$ cat src/rtl/gate_identifier_pkg.sv
// Shared definitions for the gate identifier: FSM states, gate codes and the
// reference truth tables. Bit i of a table is the gate output for {a,b} = i.
package gate_identifier_pkg;

  typedef enum logic [1:0] {
    IDLE,
    PROBE,
    DONE
  } state_t;

  localparam logic [2:0] GATE_UNKNOWN = 3'd0;
  localparam logic [2:0] GATE_AND     = 3'd1;
  localparam logic [2:0] GATE_OR      = 3'd2;
  localparam logic [2:0] GATE_NAND    = 3'd3;
  localparam logic [2:0] GATE_NOR     = 3'd4;
  localparam logic [2:0] GATE_XOR     = 3'd5;
  localparam logic [2:0] GATE_NOT_A   = 3'd6;
  localparam logic [2:0] GATE_XNOR    = 3'd7;

  localparam logic [3:0] TT_AND   = 4'b1000;
  localparam logic [3:0] TT_OR    = 4'b1110;
  localparam logic [3:0] TT_NAND  = 4'b0111;
  localparam logic [3:0] TT_NOR   = 4'b0001;
  localparam logic [3:0] TT_XOR   = 4'b0110;
  localparam logic [3:0] TT_NOT_A = 4'b0011;
  localparam logic [3:0] TT_XNOR  = 4'b1001;

  // The settle counter is 4 bits wide, so this is the longest hold it can express.
  localparam int unsigned SETTLE_MAX = 15;

endpackage

$ cat src/rtl/gate_classifier.sv
// Combinational lookup from a sampled truth table to its gate code.
// A NOT gate whose inputs are both tied to probe_a shows up as NOT_A.
module gate_classifier
  import gate_identifier_pkg::*;
(
  input  logic [3:0] truth_table,
  output logic [2:0] gate_code
);

  // Exact match against the known tables; anything else is unknown.
  always_comb begin
    gate_code = GATE_UNKNOWN;
    case (truth_table)
      TT_AND:   gate_code = GATE_AND;
      TT_OR:    gate_code = GATE_OR;
      TT_NAND:  gate_code = GATE_NAND;
      TT_NOR:   gate_code = GATE_NOR;
      TT_XOR:   gate_code = GATE_XOR;
      TT_NOT_A: gate_code = GATE_NOT_A;
      TT_XNOR:  gate_code = GATE_XNOR;
      default:  gate_code = GATE_UNKNOWN;
    endcase
  end

endmodule

$ cat src/rtl/gate_identifier.sv
// Identifies an external two-input gate by walking {probe_a,probe_b} through
// 00,01,10,11, holding each vector SETTLE_CYCLES+1 cycles and sampling dut_out
// on the last edge of each hold. The finished table is classified on the edge
// that enters DONE and held until the next completed run.
module gate_identifier
  import gate_identifier_pkg::*;
#(
  parameter int unsigned SETTLE_CYCLES = 2
) (
  input  logic       clk,
  input  logic       reset,
  input  logic       start,
  input  logic       dut_out,
  output logic       probe_a,
  output logic       probe_b,
  output logic       busy,
  output logic       done,
  output logic [3:0] truth_table,
  output logic [2:0] gate_code,
  output logic       result_valid
);

  // A hold longer than the settle counter can count is a configuration error.
  generate
    if (SETTLE_CYCLES > SETTLE_MAX) begin : g_bad_settle
      $error("gate_identifier: SETTLE_CYCLES must be in 0..15");
    end
  endgenerate

  localparam logic [3:0] SETTLE_LAST = SETTLE_CYCLES[3:0];

  state_t     state;
  logic [1:0] index;
  logic [3:0] settle_cnt;
  logic [2:0] work_table;
  logic [3:0] final_table;
  logic [2:0] final_code;

  // Bit 3 is only ever needed at the final capture, so it comes straight from dut_out.
  assign final_table = {dut_out, work_table};

  gate_classifier u_classifier (
    .truth_table (final_table),
    .gate_code   (final_code)
  );

  // Single FSM: sequencing, probe drive, sampling and registered results.
  always_ff @(posedge clk) begin
    if (reset) begin
      state        <= IDLE;
      index        <= 2'd0;
      settle_cnt   <= 4'd0;
      work_table   <= 3'b000;
      probe_a      <= 1'b0;
      probe_b      <= 1'b0;
      busy         <= 1'b0;
      done         <= 1'b0;
      truth_table  <= 4'b0000;
      gate_code    <= GATE_UNKNOWN;
      result_valid <= 1'b0;
    end else begin
      case (state)
        IDLE: begin
          done    <= 1'b0;
          probe_a <= 1'b0;
          probe_b <= 1'b0;
          if (start) begin
            state      <= PROBE;
            index      <= 2'd0;
            settle_cnt <= 4'd0;
            work_table <= 3'b000;
            busy       <= 1'b1;
          end else begin
            busy <= 1'b0;
          end
        end

        PROBE: begin
          if (settle_cnt == SETTLE_LAST) begin
            settle_cnt <= 4'd0;
            case (index)
              2'd0: work_table[0] <= dut_out;
              2'd1: work_table[1] <= dut_out;
              2'd2: work_table[2] <= dut_out;
              default: begin
                truth_table  <= final_table;
                gate_code    <= final_code;
                result_valid <= 1'b1;
              end
            endcase
            if (index == 2'd3) begin
              state   <= DONE;
              index   <= 2'd0;
              busy    <= 1'b0;
              done    <= 1'b1;
              probe_a <= 1'b0;
              probe_b <= 1'b0;
            end else begin
              index              <= index + 2'd1;
              {probe_a, probe_b} <= index + 2'd1;
            end
          end else begin
            settle_cnt <= settle_cnt + 4'd1;
          end
        end

        DONE: begin
          state   <= IDLE;
          done    <= 1'b0;
          busy    <= 1'b0;
          probe_a <= 1'b0;
          probe_b <= 1'b0;
        end

        default: begin
          state <= IDLE;
          busy  <= 1'b0;
          done  <= 1'b0;
        end
      endcase
    end
  end

endmodule

$ cat config.mk
export PLATFORM = sky130hd
export DESIGN_NAME = gate_identifier
export DESIGN_NICKNAME = d
export VERILOG_FILES = /design/src/rtl/gate_identifier_pkg.sv /design/src/rtl/gate_classifier.sv /design/src/rtl/gate_identifier.sv
export SDC_FILE = /design/constraint.sdc
export NUM_CORES = 1
export LEC_CHECK = 0
export CAP_MARGIN = 20
export CORE_AREA = 2 2 48 50
export DETAILED_ROUTE_END_ITERATION = 8
export DIE_AREA = 0 0 50 52
export PLACE_DENSITY = 0.76
export SYNTH_ARGS = -nofsm -noshare
export SYNTH_HDL_FRONTEND = slang
export SYNTH_SLANG_ARGS = --single-unit
$ cat constraint.sdc
create_clock -name clk -period 2.3 [get_ports clk]
set_input_delay 0.345 -clock clk [delete_from_list [all_inputs] [get_ports clk]]
set_output_delay 0.345 -clock clk [all_outputs]
set_load 0.01 [all_outputs]
# After elaboration in Yosys (flattened, before gate mapping)

Cells that the tools add are included.

Input port bits: 4
Logic and storage cells: 81
Output and inout port bits: 12
Register bits: 23

Reduce and logical (&&, ||, !) cells: 17
Add/subtract/negate cells: 2
Bitwise logic cells: 2
Muxes and demuxes: 28
Equality and inequality tests: 19

Operators by type and width:

| cell                                                                     | count |
|---|---|
| 3-bit case mux with 7 select lines                                       | 1 |
| 4-bit == test (second input constant)                                    | 3 |
| 2-bit 2-to-1 mux                                                         | 6 |
| 4-bit AND reduction                                                      | 3 |
| 1-bit 2-to-1 mux                                                         | 10 |
| 3-bit AND reduction                                                      | 3 |
| 4-bit by 2-bit == test with 1-bit output (second input constant)         | 2 |
| 4-bit by 3-bit == test with 1-bit output (second input constant)         | 2 |
| 4-bit 2-to-1 mux                                                         | 2 |
| 2-bit case mux with 2 select lines                                       | 2 |
| 4-bit case mux with 2 select lines                                       | 1 |
| 2-bit AND reduction                                                      | 4 |
| 2-bit == test (second input constant)                                    | 3 |
| 3-bit 2-to-1 mux                                                         | 2 |
| 2-bit by 1-bit inequality test with 1-bit output (second input constant) | 3 |
| 2-bit inequality test (second input constant)                            | 3 |
| 1-bit case mux with 2 select lines                                       | 3 |
| 3-bit case mux with 2 select lines                                       | 1 |
| 4-bit by 1-bit adder with 4-bit output (second input constant)           | 1 |
| 2-bit by 1-bit == test with 1-bit output (second input constant)         | 2 |
| 4-bit by 1-bit == test with 1-bit output (second input constant)         | 1 |
| 2-bit logical NOT                                                        | 2 |
| 2-bit nonzero test                                                       | 2 |
| 2-bit OR reduction                                                       | 2 |
| 3 further kinds                                                          | 4 |

# Logic depth before layout (Yosys ltp)

Gate-level depths: netlist of the first run.

Depth after elaboration: 4
Depth in mapped cells: 6
Mapped depth without buffers: 5

# Modules after synthesis

Synthesis of the first run repeated with hierarchy kept, for this count alone.

Cells, all modules: 118
Area, all modules: 1118.6 um2

By module, submodules not included:

| module          | area an instance (um2) | sequential area each (um2) | cells each | instances |
|---|---|---|---|---|
| gate_identifier | 1044.8                 | 460.4                      | 108        | 1 |
| gate_classifier | 73.8                   | 0.0                        | 10         | 1 |

# Worst setup path before layout of the first run

Ideal clock, no wire load.

Kind: register to register
Start: register settle_cnt[0]
End: register index[0]
Data arrival time: 1.471 ns
Setup slack: 0.758 ns
Library setup time: 0.071 ns
Buffers on the path: 0
Required time: 2.229 ns
Period minus slack after synthesis: 1.542 ns
Stages on the path, launching flop included: 6
Cell sequence: dfxtp_1 -> inv_1 -> ha_1 -> or3b_4 -> or4_1 -> a21oi_1

Cells in the longest elaborated chain, start to end: 3

Ends and longest elaborated chain:

| element                                  | line                   | source |
|---|---|---|
| from (decl)                              | gate_identifier.sv:34  | `logic [3:0] settle_cnt;` |
| from (signal assigned)                   | gate_identifier.sv:103 | `settle_cnt <= settle_cnt + 4'd1;` |
| 4-bit by 2-bit == test with 1-bit output | gate_identifier.sv:79  | `if (settle_cnt == SETTLE_LAST) begin` |
| 2-bit inequality test (no line)          | n/a                    |  |
| 3-bit AND reduction (no line)            | n/a                    |  |
| to (signal assigned)                     | gate_identifier.sv:99  | `index <= index + 2'd1;` |
| to (decl)                                | gate_identifier.sv:33  | `logic [1:0] index;` |

Every way passes these cells.
A chain may end at the register's enable or synchronous reset.

# Worst setup path after layout of the first run

Same ends and word-level chain as after synthesis.

==> run_results.csv, run 1 <==
group,metric,value,unit
timing,slew_headroom,55.1,%
route,drt-total-wl,2.34,mm
timing,fin_crit_sh,76.5,%
logic_synthesis,yosys_warnings,0,
global_routing,grt_pass1_wl,3.93,mm
logic_synthesis,ys.flop_type,"dfxtp_1",
route,post_drt_wl_per_cell,14.2,um
clocking,cts_setup_buffers,0,
setup_path,worst-setup-path-type,"flop to flop",
finish,area_growth,18.2,%
timing,max_freq,568,MHz
logic_synthesis,synth.top_cell.area_share,42.5,%
die,io_pins,16,
timing,tns,0,ns
power,power_density,503,nW/um^2
route,ant_nets,0,
global_routing,grt_pass1_vias,889,
finish,final_layout_size_suffix_gt1_share,5.11,%
run_status,status,"completed",
setup_path,cp_cell_sequence,"inv_1 -> ha_1 -> or3b_4 -> or4_1 -> a21oi_1",
setup_path,crit_end,"index[0]",
logic_synthesis,syn-num-nets,133,
route,vias,942,
logic_synthesis,synth_edf_count,0,
setup_path,crit_slowest_cell,"or4_1",
logic_synthesis,yosysTopAreaCell,"dfxtp_1",
setup_path,required,2.54,ns
die,start_util,51.4,%
logic_synthesis,netlist_area,1080,sq um
timing,finClkSkew,0.00277,ns
finish,fillCellCount,185,
logic_synthesis,ys_seq_area_share,42.5,%
setup_path,end_kind,"flop",
power,leakagePower,0.440,nW
global_routing,grt_use_total,20.0,%
setup_path,critPathTopFamily,"simple AND/OR/NAND/NOR gates",
die,die_y,52,um
logic_synthesis,synth_area_per_cell,8.80,sq um
clocking,cts_tree,"built",
logic_synthesis,synth_common_cells,"23 x dfxtp_1, 17 x a21oi_1, 11 x nand3_1, 7 x o21ai_0",
timing,min_period,1.76,ns
logic_synthesis,synth_area_leaders,"dfxtp_1 43%, a21oi_1 7.9%, ha_1 6.9%",
die,core,2110,sq um
placement,hpwl,1.64,mm
placement,routabilityCongestion,0.716,
logic_synthesis,ys_ff_latch,23,
clocking,cts_max_level,1,
route,avgViaCountPerCell,5.71,
setup_path,critPathMaxFanout,14,
setup_path,worst_setup_path_start_kind,"flop",
setup_path,worst-path-buf-inv,1,
clocking,cts_buffers,3,
clocking,cts-resized-gates,0,
route,drtIter0Drc,15,
timing,tightest_slew,0.673,ns
global_routing,grt_max_degree,19,
setup_path,crit_start,"settle_cnt[0]",
setup_path,max_stage_delay,0.51,ns
timing,slew_viol_final,0,
timing,setup_viol,0,
setup_path,worstPathArrival,2.00,ns
setup_path,reg2reg_setup_slack,0.54,ns
logic_synthesis,ys_async_sr_fraction,0,%
die,floorplan.die_area,2600,sq um
clocking,clock_sinks,23,
clocking,clk_pin_slew,0.12,ns
die,die_w,50,um
timing,holdWs,0.476,ns
job,drv_cap,0,
min_path,hold_class,"flop to flop",
logic_synthesis,syn_inst,123,
setup_path,ff2ff_path_depth,5,
setup_path,r2r-end,"index[0]",
global_routing,antenna_found_initial,0,
setup_path,path_depth,5,
timing,hold_viol_final,0,
logic_synthesis,synth_most_common_cell,"dfxtp_1",
placement,io_buffers,15,
clocking,cts_max_path_buffers,2,
global_routing,grt_overflow_total,0,
clocking,ctsHoldBuffers,0,
route,firstDrtPassIters,4,
clocking,cts_root_buf,"clkbuf_4",
power,vdd_drop_max,0.000324,V
timing,rsz0062_at_grt,"no",
clocking,clk_latency,0.30,ns
die,rows,17,
finish,n_antenna_cell,0,
logic_synthesis,ys_types,32,
route,drc,0,
finish,nNetsFinal,148,
finish,post-route-util,60.7,%
setup_path,r2r-start,"settle_cnt[0]",
-- registers in the layout (all words and copies together) (netlist names) --
register and count:
done 1, settle_cnt 4, probe_a 1, truth_table 4
index 2, probe_b 1, work_table 3, state 2
busy 1, gate_code 3, result_valid 1
-- power by group --
| part | internal, mW | switching, mW | leakage, nW |
|---|---|---|---|
| combinational | 0.0207 | 0.0294 | 0.240 |
| clock | 0.0676 | 0.116 | 0.0150 |
| sequential | 0.403 | 0.00642 | 0.186 |
-- cells by family (layout without fill, tap and decap cells) --
family                     count (synthesis)  count (layout)  share of synthesized area [%]
buffers and inverters                     11              25                           4.16
adders and majority gates                  6               6                           6.94
DFF                                       23              23                           42.5
AOI/OAI and AO/OA                         34              34                           17.9
muxes                                      3               3                           2.77
and+or+nand+nor                           46              46                           25.7
-- worst register-to-register path: stages, from the launching register on --
cell,delay (ns)
dfxtp_1,0.36
inv_1,0.08
ha_1,0.15
or3b_4,0.46
or4_1,0.51
a21oi_1,0.13
-- cell usage in the layout, fill, tap and decap left out, drive strengths merged, types with 3 or more instances in the layout --
master         count
a21oi             17
clkbuf             4
clkdlybuf4s50     15
dfxtp             23
ha                 6
inv                4
mux2i              3
nand2              6
nand2b             3
nand3             11
nand3b             5
nor2               3
nor2b              3
nor3b              3
o211ai             3
o21ai              7
-- through the flow --
stage,power [mW],setup slack [ns],instance area [sq um],cells
2_1_floorplan,0.449,0.758,1080,123
3_3_place_gp,0.466,0.601,1250,161
3_5_place_dp,0.467,0.537,1250,161
4_1_cts,0.649,0.537,1280,165
5_1_grt,0.674,0.466,1280,165
6_report,0.643,0.540,1280,165
-- metal layers --
| layer | routed length, um | track usage (%) |
|---|---|---|
| met1 | 1150 | 26.1 |
| met2 | 1110 | 33.1 |
| met3 | 45 | 2.59 |
| met4 | 34 | 8.33 |
| met5 | 0 | 0 |
-- cell type report --
| type | instances | area, sq um | share of cell area (%) |
|---|---|---|---|
| multi-input combinational | 89 | 577 | 45.1 |
| sequential | 23 | 460 | 36.0 |
| tap | 28 | 35.0 | 2.74 |
| inverter | 4 | 15.0 | 1.17 |
| clock buffer | 4 | 26.3 | 2.05 |
| timing repair buffer | 17 | 165 | 12.9 |
-- worst min path at each step --
stage | depth (start not counted) | slack [ns] | end | startpoint
finish | 2 | 0.48 | done | done
global route | 2 | 0.51 | busy | busy
global placement | 2 | 0.45 | done | done
CTS | 2 | 0.48 | done | done
floorplan | 2 | 0.46 | settle_cnt[0] | settle_cnt[0]
detailed placement | 2 | 0.46 | done | done
No activity file was read; power rests on OpenSTA's default activity.
==> run 2, diff against run 1 <==
--- a/config.mk
+++ b/config.mk
@@ -6,10 +6,10 @@
 export NUM_CORES = 1
 export LEC_CHECK = 0
 export CAP_MARGIN = 20
-export CORE_AREA = 2 2 48 50
+export CORE_AREA = 2 2 51 53
 export DETAILED_ROUTE_END_ITERATION = 8
-export DIE_AREA = 0 0 50 52
-export PLACE_DENSITY = 0.76
+export DIE_AREA = 0 0 53 55
+export PLACE_DENSITY = 0.71
 export SYNTH_ARGS = -nofsm -noshare
 export SYNTH_HDL_FRONTEND = slang
 export SYNTH_SLANG_ARGS = --single-unit
==> constraint.sdc (replaced) <==
create_clock -name clk -period 1.6 [get_ports clk]
set_input_delay 0.24 -clock clk [delete_from_list [all_inputs] [get_ports clk]]
set_output_delay 0.24 -clock clk [all_outputs]
set_load 0.01 [all_outputs]
==> run 2 against run 1 <==
Compared with the run above: the run now ends with negative setup slack left; via count rose by 5.9%; clock-buffer cell count fell by 1; cell count rose by 7.9%; power rose by 48%; combinational power rose by 87%; design area rose by 8.8%; worst setup slack got worse by 0.55 ns; maximum frequency rose by 9.3%; die area rose by 12%; clock power rose by 47%; largest cell class unchanged.
==> run_results.csv, run 2 (synthesis results as in run 1) <==
group,metric,value,unit
setup_path,ff2ff_path_depth,5,
timing,layout_setup_ws,-0.0105,ns
finish,reg_top3,"settle_cnt x4, truth_table x4",
clocking,clock_sinks,23,
die,core,2360,sq um
route,drc,0,
setup_path,worst_setup_path_start_kind,"flop",
placement,io_buffers,15,
timing,finClkSkew,0.00683,ns
job,drv_cap,0,
min_path,hold_class,"flop to flop",
finish,area_growth,28.6,%
run_status,status,"finished with violations",
route,vias,998,
setup_path,worstPathArrival,1.86,ns
power,p_sw_share,24.5,%
clocking,cts_tree,"built",
timing,setup_viol,1,
die,rows,18,
setup_path,worst-setup-path-type,"flop to flop",
power,power_density,684,nW/um^2
global_routing,grt_max_degree,14,
power,p_seq_share,61.8,%
clocking,clk_pin_slew,0.13,ns
finish,final_layout_size_suffix_gt1_share,16.9,%
die,die_w,53,um
finish,nNetsFinal,159,
route,drt-total-wl,2.45,mm
timing,hold_viol_final,0,
setup_path,r2r-start,"settle_cnt[0]",
route,ant_nets,0,
timing,min_period,1.61,ns
setup_path,r2r-end,"index[0]",
timing,fin_crit_sh,101,%
route,avgViaCountPerCell,5.61,
min_path,whs_path_depth,2,
power,vdd_drop_max,0.000416,V
finish,layout_common_cells,"21 x dfxtp_1, 17 x a21oi_1, 15 x clkdlybuf4s50_1",
die,die_y,55,um
placement,routabilityCongestion,0.712,
die,start_util,45.8,%
clocking,cts_root_buf,"clkbuf_4",
timing,holdWs,0.483,ns
min_path,hold_start,"probe_b",
setup_path,end_kind,"flop",
setup_path,required,1.85,ns
power,p_comb_share,9.8,%
route,firstDrtPassIters,4,
clocking,cts_max_path_buffers,2,
power,clkPwrFrac,28.4,%
global_routing,grt_pass1_wl,3.91,mm
clocking,cts_buffers,3,
power,leakagePower,0.503,nW
die,floorplan.die_area,2920,sq um
setup_path,critPathMaxFanout,4,
min_path,hold_end,"probe_b",
timing,slew_viol_final,0,
setup_path,cp_cell_sequence,"inv_2 -> ha_4 -> or3b_4 -> or4_1 -> a21oi_1",
global_routing,grt_overflow_total,0,
placement,hpwl,1.76,mm
clocking,cts_max_level,1,
timing,rsz0062_at_grt,"yes",
route,drtIter0Drc,18,
setup_path,reg2reg_setup_slack,-0.01,ns
global_routing,grt_use_total,18.3,%
global_routing,antenna_found_initial,0,
finish,final_common_cell,"dfxtp_1",
timing,slew_headroom,76.7,%
global_routing,grt_pass1_vias,903,
power,p_int,0.719,mW
finish,n_antenna_cell,0,
timing,max_freq,621,MHz
run_status,violations,"negative setup slack",
route,post_drt_wl_per_cell,13.7,um
clocking,clk_latency,0.31,ns
die,io_pins,16,
power,switching_power,0.233,mW
placement,place_ws,-0.000332,ns
setup_path,crit_slowest_cell,"or4_1",
finish,fillCellCount,204,
timing,tightest_slew,0.348,ns
clocking,ctsHoldBuffers,0,
setup_path,max_stage_delay,0.51,ns
==> run 2: worst max path at each step <==
stage	to	from	slack (ns)
final	index[0]	settle_cnt[0]	-0.01
after global routing	index[0]	settle_cnt[0]	-0.07
after CTS	index[0]	settle_cnt[0]	0.003
after detailed placement	index[1]	start	-0.0003
after global placement	index[1]	start	0.02
after floorplan	index[0]	settle_cnt[0]	0.06
==> run 2: through the flow <==
stage	instance area [sq um]	total power [mW]	utilization, %	instances	setup TNS (ns)
after floorplan	1080	0.645	-	123	0
after global placement	1330	0.686	56.2	173	0
after detailed placement	1330	0.687	56.2	173	-0.000332
after CTS	1360	0.952	57.6	177	0
after global routing	1390	0.997	58.8	178	-0.0744
final	1390	0.952	58.8	178	-0.0105
==> run 2: power by group through the flow <==
stage / logic [mW] / registers [mW] / clock network [mW]
global route: 0.103 / 0.590 / 0.303
finish: 0.0936 / 0.588 / 0.270
global placement: 0.0864 / 0.600 / 0
detailed placement: 0.0876 / 0.600 / 0
CTS: 0.0887 / 0.587 / 0.277
floorplan: 0.0458 / 0.600 / 0
==> run 2: cell type report <==
type	instances	area (sq um)	area share, %
multi-input cells	89	601	43.2
flip-flops and latches	23	463	33.3
repair buffers	28	248	17.8
well taps	30	37.5	2.70
clock buffers	3	22.5	1.62
inverters	4	15.0	1.08
clock inverters	1	5.00	0.360
==> run 2: metal layers <==
layer	up-vias	routed length [um]	GRT usage [%]
li1	497	-	-
met1	477	1170	23.6
met2	20	1160	31.0
met3	4	77	2.42
met4	0	34	7.69
met5	-	0	0
==> run 2: repair_timing <==
action	CTS	global route
pin swaps	0	3
gates resized for setup	1	6
setup buffers	0	1
setup endpoints to repair	1	5
hold endpoints to repair	0	0
==> run 2: worst max-delay path, delay by kind of cell (launching register included) <==
family	cells	cell delay, ns
AOI/OAI and AO/OA	1	0.14
buffers and inverters	1	0.07
adders and majority gates	1	0.12
DFF	1	0.35
and+or+nand+nor	2	0.89
